==> src/rtl/mult_add_acc.sv <==
// Pipelined unsigned multiply-add with valid/ready flow control.
// Mode 0 emits A*B+C per sample; mode 1 emits the sum of A*B over ACC_LEN samples
// plus the C of the first sample in the group.
module mult_add_acc #(
    parameter int unsigned WIDTH   = 8,
    parameter int unsigned ACC_LEN = 4
) (
    input  logic                                       clk,
    input  logic                                       reset,
    input  logic                                       in_valid,
    output logic                                       in_ready,
    input  logic                                       mode,
    input  logic [WIDTH-1:0]                           A,
    input  logic [WIDTH-1:0]                           B,
    input  logic [WIDTH-1:0]                           C,
    output logic                                       out_valid,
    input  logic                                       out_ready,
    output logic [2*WIDTH+$clog2(ACC_LEN+1)-1:0]       DATA_OUT
);

    localparam int unsigned PW = 2 * WIDTH;
    localparam int unsigned OW = 2 * WIDTH + $clog2(ACC_LEN + 1);
    localparam int unsigned CW = $clog2(ACC_LEN);
    localparam logic [CW-1:0] LastCnt = CW'(ACC_LEN - 1);

    logic [PW-1:0]    p_q, p_d;
    logic [WIDTH-1:0] c_q, c_d;
    logic             v1_q, v1_d;
    logic             first1_q, first1_d;
    logic             last1_q, last1_d;
    logic             mode1_q, mode1_d;
    logic [OW-1:0]    acc_q, acc_d;
    logic [CW-1:0]    cnt_q, cnt_d;
    logic             grp_mode_q, grp_mode_d;
    logic [OW-1:0]    data_q, data_d;
    logic             out_valid_q, out_valid_d;

    logic             en;
    logic             accept;
    logic             mode_eff;
    logic [OW-1:0]    sum;

    assign en        = !out_valid_q || out_ready;
    assign accept    = in_valid && en;
    // mode is only sampled at a group boundary; mid-group the latched mode wins
    assign mode_eff  = (cnt_q == '0) ? mode : grp_mode_q;
    assign in_ready  = en;
    assign out_valid = out_valid_q;
    assign DATA_OUT  = data_q;

    // Next-state for both pipeline stages, group counter and output register
    always_comb begin
        p_d         = p_q;
        c_d         = c_q;
        v1_d        = v1_q;
        first1_d    = first1_q;
        last1_d     = last1_q;
        mode1_d     = mode1_q;
        acc_d       = acc_q;
        cnt_d       = cnt_q;
        grp_mode_d  = grp_mode_q;
        data_d      = data_q;
        out_valid_d = out_valid_q;
        sum         = '0;

        if (en) begin
            v1_d = accept;
            if (accept) begin
                p_d      = PW'(A) * PW'(B);
                c_d      = C;
                first1_d = (cnt_q == '0);
                mode1_d  = mode_eff;
                last1_d  = !mode_eff || (cnt_q == LastCnt);
                if (mode_eff) begin
                    grp_mode_d = 1'b1;
                    cnt_d      = (cnt_q == LastCnt) ? '0 : cnt_q + 1'b1;
                end else begin
                    grp_mode_d = 1'b0;
                    cnt_d      = '0;
                end
            end

            // en=1 means any held result is being taken (or none is held)
            out_valid_d = 1'b0;
            if (v1_q) begin
                sum   = ((first1_q || !mode1_q) ? OW'(c_q) : acc_q) + OW'(p_q);
                acc_d = sum;
                if (last1_q) begin
                    data_d      = sum;
                    out_valid_d = 1'b1;
                end
            end
        end
    end

    // State registers with asynchronous active-low reset
    always_ff @(posedge clk or negedge reset) begin
        if (!reset) begin
            p_q         <= '0;
            c_q         <= '0;
            v1_q        <= 1'b0;
            first1_q    <= 1'b0;
            last1_q     <= 1'b0;
            mode1_q     <= 1'b0;
            acc_q       <= '0;
            cnt_q       <= '0;
            grp_mode_q  <= 1'b0;
            data_q      <= '0;
            out_valid_q <= 1'b0;
        end else begin
            p_q         <= p_d;
            c_q         <= c_d;
            v1_q        <= v1_d;
            first1_q    <= first1_d;
            last1_q     <= last1_d;
            mode1_q     <= mode1_d;
            acc_q       <= acc_d;
            cnt_q       <= cnt_d;
            grp_mode_q  <= grp_mode_d;
            data_q      <= data_d;
            out_valid_q <= out_valid_d;
        end
    end

endmodule

==> config.mk <==
export PLATFORM = sky130hd
export DESIGN_NAME = mult_add_acc
export DESIGN_NICKNAME = d
export VERILOG_FILES = /design/src/rtl/mult_add_acc.sv
export SDC_FILE = /design/constraint.sdc
export NUM_CORES = 1
export LEC_CHECK = 0
export ABC_AREA = 1
export CORE_MARGIN = 4
export CORE_UTILIZATION = 60
export CTS_BUF_LIST = sky130_fd_sc_hd__clkbuf_16
export DETAILED_ROUTE_END_ITERATION = 10
export PLACE_DENSITY = 0.82
export REMOVE_ABC_BUFFERS = 1
export SLEW_MARGIN = 30
export SYNTH_ARGS = -nofsm -noshare
export SYNTH_HDL_FRONTEND = slang
export SYNTH_SLANG_ARGS = --single-unit
==> constraint.sdc <==
create_clock -name clk -period 4 [get_ports clk]
set_input_delay 1.2 -clock clk [delete_from_list [all_inputs] [get_ports clk]]
set_output_delay 1.2 -clock clk [all_outputs]
set_load 0.005 [all_outputs]
After elaboration in Yosys (flattened, before gate mapping)
Index checks and enable logic that the tools add are counted.
{ "word_totals": {"in_bits": 29, "output_inout_bits": 21, "reg_bits": 70, "elab_cells": 33} }
{ "op_classes": {"multipliers": 1, "n_reduce_logical": 11, "eq_ne": 1, "mux": 7, "n_addsub": 2} }
{ "ops": {"columns": ["op", "n"], "rows": [
  ["adder 19 x 16 -> 19 bit", 1],
  ["two-way mux 19 bit", 1],
  ["multiplier 8 x 8 -> 16 bit", 1],
  ["two-way mux 1 bit", 4],
  ["two-way mux 2 bit", 2],
  ["AND reduction 2 bit", 2],
  ["logical NOT 1 bit", 3],
  ["logical OR 1 bit", 3],
  ["AND reduction 3 bit", 1],
  ["adder 2 x 1 -> 2 bit (second input constant)", 1],
  ["== test 2 bit (second input constant)", 1],
  ["logical NOT 2 bit", 1],
  ["logical AND 1 bit", 1]
]} }

Logic depth before layout (Yosys ltp)
Gate-level depths: netlist of run 1.
{ "depth": {"depth_word": 4, "depth_mapped": 21, "depth_no_buf": 20} }

Worst setup path before layout of run 1
OpenSTA, ideal clock, no wires.
{ "synth_path": {"kind": "input port to flip-flop", "from": "input A[0]", "to": "register p_q[14]", "path_buffers": 1, "arrival_ns": 4.679, "required_time_ns": 3.883, "cell_stages": 18, "setup_ns": 0.117, "setup_slack_ns": -0.796, "path_cell_list": "clkbuf_1 nand2_1 fa_1 fa_1 inv_1 fa_1 inv_1 fa_1 inv_1 ha_1 a21oi_1 nor2_1 nor2_1 nand2_1 nand2_1 nand3_1 nand3_1 nand2_1"} }
{ "synth_via": {"elab_chain_cells": 1} }
{ "synth_rtl": {"columns": ["element", "line_no", "rtl"], "rows": [
  ["from (decl)", "13", "input logic [WIDTH-1:0] A,"],
  ["multiplier 8 x 8 -> 16 bit", "69", "p_d = PW'(A) * PW'(B);"],
  ["to (signal assigned)", "111", "p_q <= p_d;"],
  ["to (decl)", "26", "logic [PW-1:0] p_q, p_d;"]
]} }
No other way between the ends.
A chain may end at the register's enable or synchronous reset.

Worst setup path after layout of run 1
{ "layout_path": {"from": "input A[1]", "to": "register p_q[15]"} }
Same word-level chain as after synthesis.

==> results of run 1 <==
where the power goes:
| part | leakage, nW | switching [mW] | internal [mW] |
|---|---|---|---|
| Sequential | 0.867 | 0.164 | 0.985 |
| Clock | 0.127 | 0.292 | 0.414 |
| Combinational | 3.31 | 1.86 | 1.35 |
worst paths after layout:
path / end / slack (ps) / startpoint
setup / recovery: p_q[15] / -340 / A[1]
hold / removal: DATA_OUT[2] / 480 / DATA_OUT[2]
setup reg to reg: acc_q[12] / 1130 / first1_q
hold reg to reg: DATA_OUT[2] / 480 / DATA_OUT[2]
max in group asynchronous: acc_q[12] / 2370 / reset
min in group asynchronous: DATA_OUT[5] / 970 / reset
cells in the mapped netlist (10+ instances only):
library cell / count
inv_1: 153
clkbuf_1: 18
a21oi_1: 18
dfrtp_1: 69
nand3b_1: 10
nor2_1: 34
ha_1: 54
fa_1: 37
o21ai_0: 27
nand2_1: 307
nand3_1: 41
sequential cells by signal, summed over array words and instances, names as in the netlist:
| name | count |
|---|---|
| DATA_OUT | 19 |
| acc_q | 19 |
| c_q | 8 |
| cnt_q | 2 |
| first1_q | 1 |
| last1_q | 1 |
| mode1_q | 1 |
| out_valid | 1 |
| p_q | 16 |
| v1_q | 1 |
kinds of logic after synthesis:
logic type	Yosys count	share of synthesized area
and+or+nand+nor	414	0.2863
buffers and inverters	186	0.1212
adders and majority gates	91	0.2334
DFF	69	0.2845
AOI/OAI and AO/OA	63	0.05587
xor gates and xnor gates	13	0.01876
stage by stage:
step / area, um2 / util
floorplan: 5923 / -
global placement: 6925 / 0.7053
detailed placement: 6925 / 0.7053
CTS: 7426 / 0.7562
global route: 7542 / 0.7681
finish: 7542 / 0.7681
layout make-up:
class	count	area, um2	share of cell area
Clock buffer	9	225.2	0.02986
Clock inverter	7	42.54	0.005640
Inverter	157	589.3	0.07814
Multi-Input combinational cell	581	3874	0.5136
Sequential cell	69	1727	0.2289
Tap cell	133	166.4	0.02206
Timing Repair Buffer	102	918.4	0.1218
critical path: cells and delay by family:
kind / cells / cell delay [ps]
compound gates: 1 / 200
buf+inv: 5 / 400
fa+ha+maj: 5 / 2140
simple gates: 9 / 610
per-layer routing:
| layer | vias to the layer above | part of all wire |
|---|---|---|
| met2 | 142 | 0.52 |
| met1 | 2559 | 0.41 |
| met5 | - | 0 |
| li1 | 2706 | - |
| met4 | 0 | 0.020 |
| met3 | 26 | 0.045 |
cells in the final DEF (no fill, tap or decap), types with 5 or more instances in the layout:
cell / synthesis / layout
dfrtp_1: 69 / 69
fa_1: 37 / 33
inv_2: 4 / 20
nand3b_1: 10 / 10
ha_1: 54 / 47
buf_4: 1 / 47
o21ai_1: 8 / 10
clkbuf_16: 0 / 9
nand2_1: 307 / 282
inv_1: 153 / 137
nor2_1: 34 / 31
nand2_2: 5 / 24
nand3_1: 41 / 41
clkdlybuf4s50_1: 0 / 32
ha_4: 0 / 7
nand2_4: 1 / 7
o21ai_0: 27 / 23
buf_6: 3 / 14
nor2_4: 4 / 5
xor2_1: 8 / 8
a21oi_1: 18 / 13
xnor2_1: 5 / 5
repair_timing:
| item | 4_1_cts | 5_1_grt |
|---|---|---|
| setup buffers | 4 | 4 |
| pin swaps | 52 | 20 |
| resized for setup | 138 | 28 |
| setup endpoints to repair | 12 | 11 |
| gates cloned | 0 | 0 |
==> key figures, run 1 <==
Critical path
  – Critical Path AT: 4560 ps
  – Crit. End Element: flop
  – WS Path Type: in2reg
  – Crit path launch type: primary input
  – CP max FO: 6
  – Critical Path RT: 4220 ps
  – Worst path max stage delay: 530 ps
  – CP max stage cell: fa_1
  – Reg2reg path depth: 14
  – Crit path cell chain: buf_4 > buf_6 > nand2_4 > inv_2 > fa_2 > fa_1 > inv_1 > fa_1 > fa_1 > inv_2 > ha_4 > nand2_4 > o21ai_4 > nand2_2 > nand2_4 > nand2_2 > nand2_1 > nand2_1 > nand3_1 > nand2_1

STA
  – Period Utilization, post-route: 1.084
  – Clock Skew: 5.153 ps
  – Final WS setup: -335.7 ps
  – Minimum clock period: 4336 ps
  – Hold slack: 476.5 ps
  – Final Setup Violations: 10
  – Final hold vios: 0
  – Worst-Margin Slew: 849.2 ps
  – Max frequency: 230.6 MHz
  – RSZ-0062 raised after global routing: true
  – Rel. slew slack: 0.4339
  – TNS Setup: -2535 ps
  – Final slew viol count: 0

Place
  – Final GP Congestion: 0.9063
  – I/O Buffers: 49
  – Post-DP HPWL: 11.04 mm
  – Dpl cells: 1,034
  – Dpl ws: -1340 ps

CTS
  – CTS tree: done
  – Clock-pin slew on the worst setup and hold paths: 60 ps
  – Hold Buf Count CTS: 0
  – CTS Sinks: 69
  – Clock buffer count from CTS: 9
  – CTS Root Cell: clkbuf_16
  – Latest clock arrival within the worst-skew pair: 330 ps
  – H-tree depth: 3
  – Clk buf depth: 2

Route
  – Routed wire length per instance: 14.14 um
  – WL final: 14.96 mm
  – Vias after detailed routing: 5,433
  – Detailed Route Iter0 Violations: 390
  – DRT Pass-1 Iters: 5
  – # DRC: 0
  – Vias per cell: 5.135
  – Antenna viol nets, final: 0

Synth
  – Synthesized cell area: 6070 um2
  – Flops & latches, synth: 69
  – Ys flop type: dfrtp_1
  – Synth warn: 0
  – Synth Area per Inst: 7.260 um2
  – Yosys top cell area share: 0.2845
  – Mapped Cells: 836
  – Sequential area share after synthesis: 0.2845
  – Synth area leader: dfrtp_1
  – Main area contributors after synthesis: dfrtp_1 (28%), nand2_1 (19%), fa_1 (12%), ha_1 (11%), inv_1 (9.5%)
  – Synth unique cells: 30
  – Post-synth EDFFs: 0
  – Async SR Flop Fraction: 1.000

GRT
  – GR Layer Usage met2: 0.4863
  – Vias in the first global route: 5,532
  – First-pass GRT wire length: 24.96 mm
  – Met1 Resource Use GR: 0.3193
  – Pin count of the biggest net entering global routing: 38
  – Met3 Use GR: 0.03164
  – Gr busiest metal: met2
  – Total Routing Usage GR: 0.2657
  – Antenna violations before repair: 0
  – Leftover overflow at the end of global routing: 0

Floorplanning
  – Die Area: 11,790 um2
  – # rows: 36
  – Initial Util: 0.6181
  – CORE AREA: 9819 um2
  – Die width: 108.6 um
  – Die H: 108.6 um
  – Io pins: 50

Finish
  – Fillers: 741
  – Antenna cells: 0
  – Post-Layout Cell Count: 1,058
  – Nets: 1,040
  – Area growth syn-to-layout: 24.26%
  – Layout cell share with drive strength beyond 1: 0.1859

Power and ir drop
  – Cell Pwr Density: 672.3 nW/um2
  – Final Power: 5.071 mW
  – Static Leak: 4.308 nW
  – Max VDD drop: 0.3195 mV

Status
  – Failing checks: negative setup slack
  – Status: finished with violations

Min path
  – Worst Hold Class: reg2reg
  – Hold Path Cell Cnt: 2

Job
  – Max-cap violations: 0
(Power assumes the default switching activity.)
==> run 2, diff against run 1 <==
Settings changed: SKIP_CTS_REPAIR_TIMING set to 1.
==> run 2 against run 1 <==
Against the previous run:
- the flow still finishes with violations (negative setup slack)
- sequential share of layout area about the same
- register-to-register slack is essentially flat
- clock skew is 1.2 ps higher
- sequential cell count did not move
- non-clock buffer count is 1 lower
- setup slack lost 17 ps
- critical path type unchanged
- largest power group unchanged
- highest routed layer unchanged
==> key figures, run 2 (synthesized netlist as in run 1, its figures left out) <==
Critical path
  – Reg2reg path depth: 14 (unchanged)
  – Crit path cell chain: buf_8 > buf_6 > nand2_2 > inv_2 > fa_2 > fa_1 > inv_2 > fa_1 > fa_1 > inv_2 > ha_4 > nand2_4 > o21ai_4 > nand2_2 > nand2_4 > buf_6 > a21oi_2 > o21ai_1 > nand2_1
  – CP max stage cell: fa_1
  – Reg2reg end: acc_q[12]
  – WP buf/inv: 6 (+1)
  – Reg2reg start: first1_q
  – Critical Path AT: 4570 ps (about the same)
  – CP startpoint: B[2]
  – Crit path launch type: primary input
  – CP delay by family, top: adder cells
  – WS Path Type: in2reg
  – Stages on the worst setup path: 19 (-5.0%)
  – Worst Setup EP: p_q[11]
  – Worst path max stage delay: 510 ps (-20 ps)
  – Critical Path RT: 4220 ps (about the same)
  – CP max FO: 4 (-2)
  – Crit. End Element: flop
  – R2R Setup Slk: 1130 ps (about the same)

Finish
  – Util after Layout: 0.7668 (-0.001274)
  – Commonest non-fill, non-tap cell in the layout: nand2_1
  – Area growth syn-to-layout: 24.06%
  – Nets: 1,039 (-0.096%)
  – Fillers: 749 (+1.1%)
  – Commonest cells after routing, fill and taps aside: nand2_1 (282), inv_1 (140), dfrtp_1 (69)
  – Layout cell share with drive strength beyond 1: 0.1818 (-0.004128)
  – Antenna cells: 0 (unchanged)

Power and ir drop
  – Cell Pwr Density: 660.5 nW/um2 (-1.8%)
  – Static Leak: 4.332 nW (+0.58%)
  – Max VDD drop: 0.3204 mV (+0.28%)

GRT
  – Pin count of the biggest net entering global routing: 38 (unchanged)
  – Leftover overflow at the end of global routing: 0 (unchanged)
  – Total Routing Usage GR: 0.2556 (-0.01007)
  – Vias in the first global route: 5,465 (-1.2%)
  – First-pass GRT wire length: 24.23 mm (-3.0%)
  – Antenna violations before repair: 0 (unchanged)

CTS
  – H-tree depth: 3 (unchanged)
  – Clock-pin slew on the worst setup and hold paths: 60 ps (about the same)
  – CTS tree: done
  – Clk buf depth: 2 (unchanged)
  – Latest clock arrival within the worst-skew pair: 330 ps (about the same)
  – CTS Sinks: 69 (unchanged)
  – CTS Root Cell: clkbuf_16
  – Clock buffer count from CTS: 9 (unchanged)

Route
  – WL final: 14.74 mm (-1.5%)
  – # DRC: 0 (unchanged)
  – Detailed Route Iter0 Violations: 391 (+0.26%)
  – Routed wire length per instance: 13.95 um (-1.4%)
  – Vias after detailed routing: 5,439 (+0.11%)
  – Vias per cell: 5.146 (+0.21%)
  – Antenna viol nets, final: 0 (unchanged)
  – DRT Pass-1 Iters: 5 (unchanged)

Floorplanning
  – Die H: 108.6 um (unchanged)
  – Die width: 108.6 um (unchanged)
  – CORE AREA: 9819 um2 (unchanged)
  – Die Area: 11,790 um2 (unchanged)
  – # rows: 36 (unchanged)
  – Initial Util: 0.6181 (unchanged)
  – Io pins: 50 (unchanged)

STA
  – Rel. slew slack: 0.4387 (+0.004854)
  – Final slew viol count: 0 (unchanged)
  – TNS Setup: -2683 ps (-148.4 ps)
  – Minimum clock period: 4353 ps (+17.22 ps)
  – Worst-Margin Slew: 841.9 ps (-7.281 ps)
  – Period Utilization, post-route: 1.088 (+0.004306)
  – RSZ-0062 raised after global routing: true
  – Final hold vios: 0 (unchanged)
  – Final WS setup: -353.0 ps (-17.22 ps)
  – Final Setup Violations: 10 (unchanged)
  – Max frequency: 229.7 MHz (-0.40%)
  – Clock Skew: 6.368 ps (+1.215 ps)

Place
  – Final GP Congestion: 0.9063 (unchanged)
  – Post-DP HPWL: 11.04 mm (unchanged)
  – I/O Buffers: 49 (unchanged)
  – Dpl ws: -1340 ps (unchanged)

Status
  – Failing checks: negative setup slack
  – Status: finished with violations

Min path
  – Hold Path Cell Cnt: 2 (unchanged)
  – Worst Hold Class: reg2reg

Job
  – Max-cap violations: 0 (unchanged)
-- run 2: cell count changes in the layout (fill, tap and decap cells not counted), moves of 3 or more --
cell            change
inv_2               -3
dlymetal6s2s_1      +3
inv_1               +3
buf_4               -4
-- run 2: layer usage --
layer	track usage	routed length, um	vias to the layer above	share of wire
met5	0	0	-	0
met3	0.02746	656	29	0.044
met2	0.4656	7628	143	0.52
met4	0.08386	344	0	0.023
li1	-	-	2701	-
met1	0.3150	6114	2566	0.41
-- run 2: worst reg2reg max path, cell delays in order (launching register included) --
cell	delay [ps]
dfrtp_1	400
nor2_4	360
inv_2	270
nand2_1	110
nand2_1	60
ha_1	260
fa_1	470
nand3_1	110
nand3_1	110
nand2_1	80
nand2_1	130
nand2_1	120
nand3b_1	110
nand3_1	120
nand2_1	60
-- run 2: metrics by stage --
stage	instances	hold WS [ps]	power [mW]	cell area [um2]
2_1_floorplan	807	449.1	2.902	5923
3_3_place_gp	1034	454.3	3.755	6925
3_5_place_dp	1034	464.4	3.855	6925
4_1_cts	1050	479.9	4.590	7193
5_1_grt	1057	501.8	5.411	7530
6_report	1057	476.5	4.973	7530
-- run 2: worst min path at each step --
stage / to / slack, ps / startpoint
2_1_floorplan: acc_q[11] / 450 / acc_q[11]
3_3_place_gp: DATA_OUT[2] / 450 / DATA_OUT[2]
3_5_place_dp: DATA_OUT[17] / 460 / DATA_OUT[17]
4_1_cts: DATA_OUT[9] / 480 / DATA_OUT[9]
5_1_grt: acc_q[12] / 500 / acc_q[12]
6_report: DATA_OUT[2] / 480 / DATA_OUT[2]
-- run 2: area by class of cell --
type,count,area (um2),area share
Timing Repair Buffer,101,930.9,0.1236
Multi-Input combinational cell,581,3849,0.5111
Tap cell,133,166.4,0.02210
Clock inverter,7,42.54,0.005650
Inverter,157,589.3,0.07827
Sequential cell,69,1727,0.2293
Clock buffer,9,225.2,0.02991
-- run 2: where the power goes --
group	leakage, nW	switching, mW	internal [mW]
registers	0.867	0.163	0.985
clock network	0.127	0.292	0.414
logic	3.34	1.81	1.31
==> run 3, diff against run 2 <==
Settings changed: CTS_CLUSTER_SIZE set to 16, REMOVE_ABC_BUFFERS 1 to not set.
==> run 3 against run 2 <==
Against the previous run:
- the run still ends with negative setup slack left
- sequential cell count stayed put
- hold slack better by 3.6 ps
- non-clock buffer count is 4 lower
- die area stayed put
- cell count is 0.47% lower
- critical path depth stayed put
- highest routed layer unchanged
==> key figures, run 3 (synthesized netlist as in run 1, its figures left out) <==
Status
  – Status: finished with violations
  – Failing checks: negative setup slack

CTS
  – H-tree depth: 3 (unchanged)
  – Latest clock arrival within the worst-skew pair: 330 ps (about the same)
  – CTS tree: done
  – Clock buffer count from CTS: 9 (unchanged)
  – Clock-pin slew on the worst setup and hold paths: 50 ps (about the same)
  – CTS Root Cell: clkbuf_16
  – CTS Sinks: 69 (unchanged)
  – Clk buf depth: 2 (unchanged)

Power and ir drop
  – Static Leak: 4.339 nW (+0.15%)
  – Max VDD drop: 0.2945 mV (-8.1%)
  – Cell Pwr Density: 658.4 nW/um2 (-0.31%)

Floorplanning
  – Die width: 108.6 um (unchanged)
  – Die Area: 11,790 um2 (unchanged)
  – Io pins: 50 (unchanged)
  – CORE AREA: 9819 um2 (unchanged)
  – Initial Util: 0.6181 (unchanged)
  – # rows: 36 (unchanged)
  – Die H: 108.6 um (unchanged)

Critical path
  – Critical Path RT: 4220 ps (about the same)
  – WS Path Type: in2reg
  – CP delay by family, top: adder cells
  – Crit path cell chain: buf_12 > nand2_2 > fa_1 > fa_1 > inv_2 > fa_1 > inv_1 > fa_1 > inv_2 > ha_4 > inv_2 > nor3_2 > nand2_1 > nand2_2 > nand2_2 > nand2_1 > nand2_1 > nand3_1 > nand2_1
  – CP max stage cell: fa_1
  – Worst path max stage delay: 540 ps (+30 ps)
  – Crit path launch type: primary input
  – Crit. End Element: flop
  – Critical Path AT: 4560 ps (about the same)
  – CP max FO: 7 (+3)
  – WP buf/inv: 5 (-1)

Place
  – Final GP Congestion: 0.8955 (-1.2%)
  – Post-DP HPWL: 11.56 mm (+4.7%)
  – Dpl ws: -1176 ps (+163.8 ps)
  – I/O Buffers: 49 (unchanged)

STA
  – Clock Skew: 6.217 ps (-0.1508 ps)
  – RSZ-0062 raised after global routing: true
  – Minimum clock period: 4347 ps (-5.960 ps)
  – Worst-Margin Slew: 434.6 ps (-407.3 ps)
  – Final hold vios: 0 (unchanged)
  – Max frequency: 230.0 MHz (+0.14%)
  – Final Setup Violations: 9 (-1)
  – Final slew viol count: 0 (unchanged)
  – Period Utilization, post-route: 1.087 (-0.001490)
  – Rel. slew slack: 0.7098 (+0.2711)
  – Final WS setup: -347.0 ps (+5.960 ps)

GRT
  – Pin count of the biggest net entering global routing: 70 (+84%)
  – First-pass GRT wire length: 24.26 mm (+0.14%)
  – Vias in the first global route: 5,574 (+2.0%)
  – Total Routing Usage GR: 0.2614 (+0.005813)
  – Leftover overflow at the end of global routing: 0 (unchanged)
  – Antenna violations before repair: 0 (unchanged)

Finish
  – Util after Layout: 0.7663 (about the same)
  – Antenna cells: 0 (unchanged)
  – Nets: 1,035 (-0.38%)
  – Commonest non-fill, non-tap cell in the layout: nand2_1
  – Commonest cells after routing, fill and taps aside: nand2_1 (284), inv_1 (138), dfrtp_1 (69)
  – Layout cell share with drive strength beyond 1: 0.1719 (-0.009892)
  – Area growth syn-to-layout: 23.97% (about the same)

Route
  – Vias per cell: 5.149 (about the same)
  – Routed wire length per instance: 13.69 um (-1.8%)
  – Antenna viol nets, final: 0 (unchanged)
  – Vias after detailed routing: 5,417 (-0.40%)
  – WL final: 14.40 mm (-2.3%)
  – DRT Pass-1 Iters: 5 (unchanged)
  – Detailed Route Iter0 Violations: 300 (-23%)
  – # DRC: 0 (unchanged)

Synth
  – Syn nets: 956

Min path
  – Worst Hold Class: reg2reg

Job
  – Max-cap violations: 0 (unchanged)
[run 3: changes by cell type in the layout (fill, tap and decap cells not counted), sizes merged]
cell / change
buf: -4
inv: +2
clkinvlp: -3
[run 3: metal layers]
layer / wire (um) / up-vias / track usage
li1: - / 2691 / -
met1: 5978 / 2547 / 0.2983
met2: 7333 / 136 / 0.4925
met3: 539 / 43 / 0.03403
met4: 552 / 0 / 0.09919
met5: 0 / - / 0
[run 3: worst register-to-register path, cell delays in order, from the launching register on]
cell	delay (ps)
dfrtp_1	400
nor2_4	360
inv_2	250
nand2_1	110
nand2_1	50
ha_1	240
fa_1	460
nand3_1	110
nand3_1	110
nand2_1	90
nand2_1	130
nand2_1	120
nand3b_1	100
nand3_1	120
nand2_1	60
[run 3: cell type report]
cell class / count / area [um2]
sequential: 69 / 1727
clock inverter: 6 / 23.77
inverter: 157 / 591.8
multi-input combinational: 581 / 3879
clock buffer: 9 / 225.2
timing repair buffer: 97 / 912.1
fill: 767 / 2295
tap: 133 / 166.4
[run 3: worst paths after layout]
kind                                    from           end  slack [ps]  cells after the start
worst max-delay path                    A[3]       p_q[14]        -350                     19
worst min-delay path            DATA_OUT[17]  DATA_OUT[17]         480                      2
worst max register to register      first1_q  DATA_OUT[12]        1180                     14
worst min register to register  DATA_OUT[17]  DATA_OUT[17]         480                      2
max in group asynchronous              reset     acc_q[15]        2810                      2
min in group asynchronous              reset   DATA_OUT[1]         880                      2
[run 3: where the power goes]
group	switching [mW]	total (mW)	internal, mW
registers	0.159	1.14	0.986
logic	1.81	3.15	1.34
clock network	0.262	0.665	0.402
total	2.23	4.95	2.72
[run 3: per-stage QoR]
stage	TNS [ps]	cells	hold WS, ps	total power [mW]	instance area (um2)
floorplan	-2894	836	449.1	3.146	6332
global placement	-10930	1035	455.0	3.920	7049
detailed placement	-12160	1035	467.6	4.044	7049
CTS	-8077	1050	482.9	4.735	7298
global route	-3202	1052	513.1	5.419	7525
finish	-2203	1052	480.0	4.954	7525
==> RTL edit 1, RTL diff (config.mk and constraints of run 1) <==
Take the reset off `p_q`, `c_q` and `data_q` and load them in a clocked block of their own.
--- a/src/rtl/mult_add_acc.sv
+++ b/src/rtl/mult_add_acc.sv
@@ -97,6 +97,4 @@
     always_ff @(posedge clk or negedge reset) begin
         if (!reset) begin
-            p_q         <= '0;
-            c_q         <= '0;
             v1_q        <= 1'b0;
             first1_q    <= 1'b0;
@@ -106,9 +104,6 @@
             cnt_q       <= '0;
             grp_mode_q  <= 1'b0;
-            data_q      <= '0;
             out_valid_q <= 1'b0;
         end else begin
-            p_q         <= p_d;
-            c_q         <= c_d;
             v1_q        <= v1_d;
             first1_q    <= first1_d;
@@ -118,9 +113,14 @@
             cnt_q       <= cnt_d;
             grp_mode_q  <= grp_mode_d;
-            data_q      <= data_d;
             out_valid_q <= out_valid_d;
         end
     end
 
+    always_ff @(posedge clk) begin
+        p_q    <= p_d;
+        c_q    <= c_d;
+        data_q <= data_d;
+    end
+
 endmodule
 
Behaviour: differs if reset is asserted again (counterexample within 4 cycles, from zero or initial values and one cycle with reset low); with reset held inactive, the same outputs for 4 cycles.
==> RTL edit 1 against run 1 <==
- the run still ends with setup timing left
- cell count decreased by 11%
- combinational power down 6.5%
- routed wire length down 10%
- total power fell by 0.27%
- clock skew increased by 0.0055 ns
- clock power rose by 9.4%
- sequential power is 11% higher
- global-route usage shrank 1.4 points
- setup slack lost 0.025 ns
- design area is 3.3% lower
- sequential cell count is the same
- synthesized area shrank 5.3%
==> RTL edit 1: results <==
[sta]
fin_ws_ns = -0.3607
tightest_slew_ns = 0.4212
skew_ns = 0.01063
setup_tns_ns = -2.692
report.final.setup_viol = 9

[worst_setup_path]
endpoint = "p_q[13]$_DFFE_PP_"
critPathArrivalTime_ns = 4.44
rr_worst_depth = 13
r2r_setup_slack_ns = 1.20
worst_r2r_endpoint = "DATA_OUT[12]$_DFFE_PP_"
startpoint = "B[5]"
cp_max_fo = 5
crit_path_max_incr_delay_ns = 0.56

[final_layout]
drive_above_1_share = 0.1827
layout.cells.non_filler = 939
antenna_cells = 0
fin_nets = 926

[clock_network]
cts_setup_buffers = 8
ctsRootBufferMaster = "clkbuf_16"
htree_levels = 3
cts_resized = 144

[routing]
wl_met3_um = 558
drtIter0Drc = 205
wl_met1_um = 5360
via_count = 4787
met2WireLength_um = 7147
wl_per_cell_um = 14.28

[synth]
synth-edff-count = 43
synth_compound_area_frac = 0.04898
synthTopCellsByArea = "edfxtp_1 (22%), nand2_1 (14%), fa_1 (13%)"
synth_commonest_cells = "nand2_1 (210), inv_1 (154), ha_1 (54), edfxtp_1 (43), nor2_1 (38)"
synthAdderAreaFrac = 0.2464
async_flop_share = 0.3768
syn_inst = 714
synth-xor-area-share = 0.02895
ys_seq_area_frac = 0.3378
ys_types = 28

[power]
switchingPower_w = 0.002116
p_leak_nw = 3.924
vdd_ir_drop_max_uv = 348.1

[run_status]
outcome = "finished with violations"
violations = "setup timing"

[global_routing]
grt_pass1_wl_um = 22640
globalRouteTotalUtil = 0.2518
first_global_vias = 5032
grt_max_degree = 31

[place]
pre_cts_ws_ns = -1.496
dp_cells = 916
placed_area_um2 = 6658
place_congestion = 0.9327
place_hpwl_um = 10170
RTL edit 1: worst min-delay path by stage:
stage | start | end | slack, ns | cells after the start
floorplan | acc_q[0]$_DFFE_PN0P_ | acc_q[0]$_DFFE_PN0P_ | 0.44 | 2
global placement | acc_q[1]$_DFFE_PN0P_ | acc_q[1]$_DFFE_PN0P_ | 0.46 | 2
detailed placement | acc_q[13]$_DFFE_PN0P_ | acc_q[13]$_DFFE_PN0P_ | 0.47 | 2
CTS | acc_q[14]$_DFFE_PN0P_ | acc_q[14]$_DFFE_PN0P_ | 0.49 | 2
global route | acc_q[14]$_DFFE_PN0P_ | acc_q[14]$_DFFE_PN0P_ | 0.51 | 2
finish | acc_q[11]$_DFFE_PN0P_ | acc_q[11]$_DFFE_PN0P_ | 0.48 | 2
RTL edit 1: metal layers:
layer,global-route usage,vias up
li1,-,2365
met1,0.2878,2261
met2,0.4768,131
met3,0.03184,30
met4,0.09343,0
met5,0,-
RTL edit 1: kinds of logic (layout without fill, tap and decap cells):
logic type / Yosys count / after routing
compound gates: 53 / 53
xor+xnor: 19 / 19
flops: 69 / 69
fa+ha+maj: 91 / 91
simple gates: 305 / 305
buf+inv: 177 / 273
RTL edit 1: power groups by stage:
stage / logic [W] / registers, W / clock network, W
2_1_floorplan: 0.00169 / 0.00127 / 0
3_3_place_gp: 0.00250 / 0.00127 / 0
5_1_grt: 0.00335 / 0.00130 / 0.000810
4_1_cts: 0.00288 / 0.00128 / 0.000772
6_report: 0.00301 / 0.00128 / 0.000771
3_5_place_dp: 0.00260 / 0.00129 / 0
RTL edit 1: layout make-up:
class	instances	area, um^2
inverter	155	581.8
clock buffer	9	225.2
fill	664	1988
tap	129	161.4
multi-input combinational	468	3376
sequential	69	1942
timing repair buffer	103	944.7
clock inverter	6	65.06
==> RTL edit 2, RTL diff (settings of run 1) <==
Without the edit above. The parameter `WIDTH` goes from 8 to 12.
--- a/src/rtl/mult_add_acc.sv
+++ b/src/rtl/mult_add_acc.sv
@@ -3,5 +3,5 @@
 // plus the C of the first sample in the group.
 module mult_add_acc #(
-    parameter int unsigned WIDTH   = 8,
+    parameter int unsigned WIDTH   = 12,
     parameter int unsigned ACC_LEN = 4
 ) (
Interface: changed (resized A, B, C and DATA_OUT); port bits go from 50 to 70. The function was not compared with the original's and may differ.
==> RTL edit 2 against run 1 <==
- the flow still finishes with violations (setup timing)
- design area is 79% higher
- critical endpoint is now p_q[18]$_DFFE_PN0P_
- largest cell class unchanged
- synthesized cell count increased by 88%
- utilization increased by 0.48 points
- sequential cell count rose by 28
- critical path depth unchanged
- synthesized area is 79% higher
- total power up 130%
- setup slack worse by 0.74 ns
- global-route usage grew 3.0 points
- routed wire length increased by 100%
- count of clock-buffer cells in the layout stayed put
- die area is 72% higher
==> RTL edit 2: results <==
[power]
p_sw_frac = 0.5024
vdd_ir_drop_max_uv = 593.6
p_leak_nw = 7.790

[worst_setup_path]
cp_max_fo = 4
rr_worst_depth = 14
crit_path_max_incr_delay_ns = 0.50
critPathArrivalTime_ns = 5.32

[sta]
fin_ws_ns = -1.075
tightest_slew_ns = 0.7348
report.final.setup_viol = 18
setup_tns_ns = -14.42
skew_ns = 0.01261

[synth]
synthTopCellsByArea = "dfrtp_1 (22%), nand2_1 (21%), fa_1 (19%)"
synth_compound_area_frac = 0.03695
synth-xor-area-share = 0.01617
synthMuxAreaShare = 0
synth_commonest_cells = "nand2_1 (615), inv_1 (335), fa_1 (101), dfrtp_1 (97), ha_1 (88)"
avgSynthCellArea_um2 = 6.910
ys_seq_area_frac = 0.2240
synthAdderAreaFrac = 0.2882

[place]
placed_area_um2 = 12300
io_buffers = 69
place_hpwl_um = 21720
place_congestion = 0.9536
pre_cts_ws_ns = -2.132
dp_cells = 1906

[global_routing]
globalRouteTotalUtil = 0.2959
first_global_vias = 10400
grt_pass1_wl_um = 48580
grt_max_degree = 51

[run_status]
outcome = "finished with violations"
violations = "setup timing"

[clock_network]
cts_buffers = 9
htree_levels = 3
insertion_delay_ns = 0.35
ctsRootBufferMaster = "clkbuf_16"

[final_layout]
drive_above_1_share = 0.1848

[routing]
totalWireLength_um = 30130
wl_per_cell_um = 15.53
drtIter0Drc = 653
via_count = 10220
-- RTL edit 2: layer usage --
layer / vias to the layer above / GRT usage / share of wire
met4: 0 / 0.1046 / 0.042
met3: 102 / 0.02957 / 0.045
met2: 360 / 0.5528 / 0.51
li1: 4921 / - / -
met1: 4839 / 0.3537 / 0.40
met5: - / 0 / 0
-- RTL edit 2: final timing paths --
| kind | startpoint | slack (ns) | end |
|---|---|---|---|
| max in group asynchronous | reset | 2.45 | acc_q[25]$_DFFE_PN0P_ |
| max | B[4] | -1.07 | p_q[18]$_DFFE_PN0P_ |
| min reg2reg | DATA_OUT[10]$_DFFE_PN0P_ | 0.48 | DATA_OUT[10]$_DFFE_PN0P_ |
| min | DATA_OUT[10]$_DFFE_PN0P_ | 0.48 | DATA_OUT[10]$_DFFE_PN0P_ |
| max reg2reg | first1_q$_DFFE_PN0P_ | 1.24 | acc_q[16]$_DFFE_PN0P_ |
| min in group asynchronous | reset | 0.85 | DATA_OUT[3]$_DFFE_PN0P_ |
-- RTL edit 2: logic make-up after synthesis --
family | after synthesis
buf+inv | 384
compound gates | 78
simple gates | 800
flops | 97
xor+xnor | 20
fa+ha+maj | 189
-- RTL edit 2: power groups by stage --
stage / clock [W] / sequential (W) / combinational (W)
after floorplan: 0 / 0.00161 / 0.00458
after global placement: 0 / 0.00165 / 0.00674
after detailed placement: 0 / 0.00166 / 0.00692
after CTS: 0.000844 / 0.00165 / 0.00838
after global routing: 0.000891 / 0.00170 / 0.0102
final: 0.000844 / 0.00166 / 0.00935
-- RTL edit 2: what timing repair did --
| action | CTS | global route |
|---|---|---|
| setup buffers | 15 | 3 |
| gates cloned | 1 | 0 |
| endpoints found under the setup margin | 19 | 19 |
| endpoints found under the hold margin | 0 | 0 |
| pin swaps | 78 | 29 |
| gates resized for setup | 281 | 70 |
-- RTL edit 2: worst reg2reg max path, stage by stage, from the launching register on --
cell	delay, ns
dfrtp_1	0.38
inv_1	0.11
nand2_2	0.35
nand2_1	0.17
nand2_1	0.07
ha_1	0.24
fa_1	0.48
nand2_1	0.11
nand3_1	0.08
nand3_1	0.10
nand2_2	0.10
nand2_1	0.08
nand2_1	0.05
xor2_1	0.21
o21ai_1	0.09
-- RTL edit 2: final cells by class --
| class | instances | area, um^2 |
|---|---|---|
| multi-input cells | 1087 | 7612 |
| fillers | 1265 | 3969 |
| flip-flops and latches | 97 | 2427 |
| repair buffers | 175 | 1625 |
| inverters | 340 | 1276 |
| well taps | 225 | 281.5 |
| clock buffers | 9 | 225.2 |
| clock inverters | 7 | 60.06 |
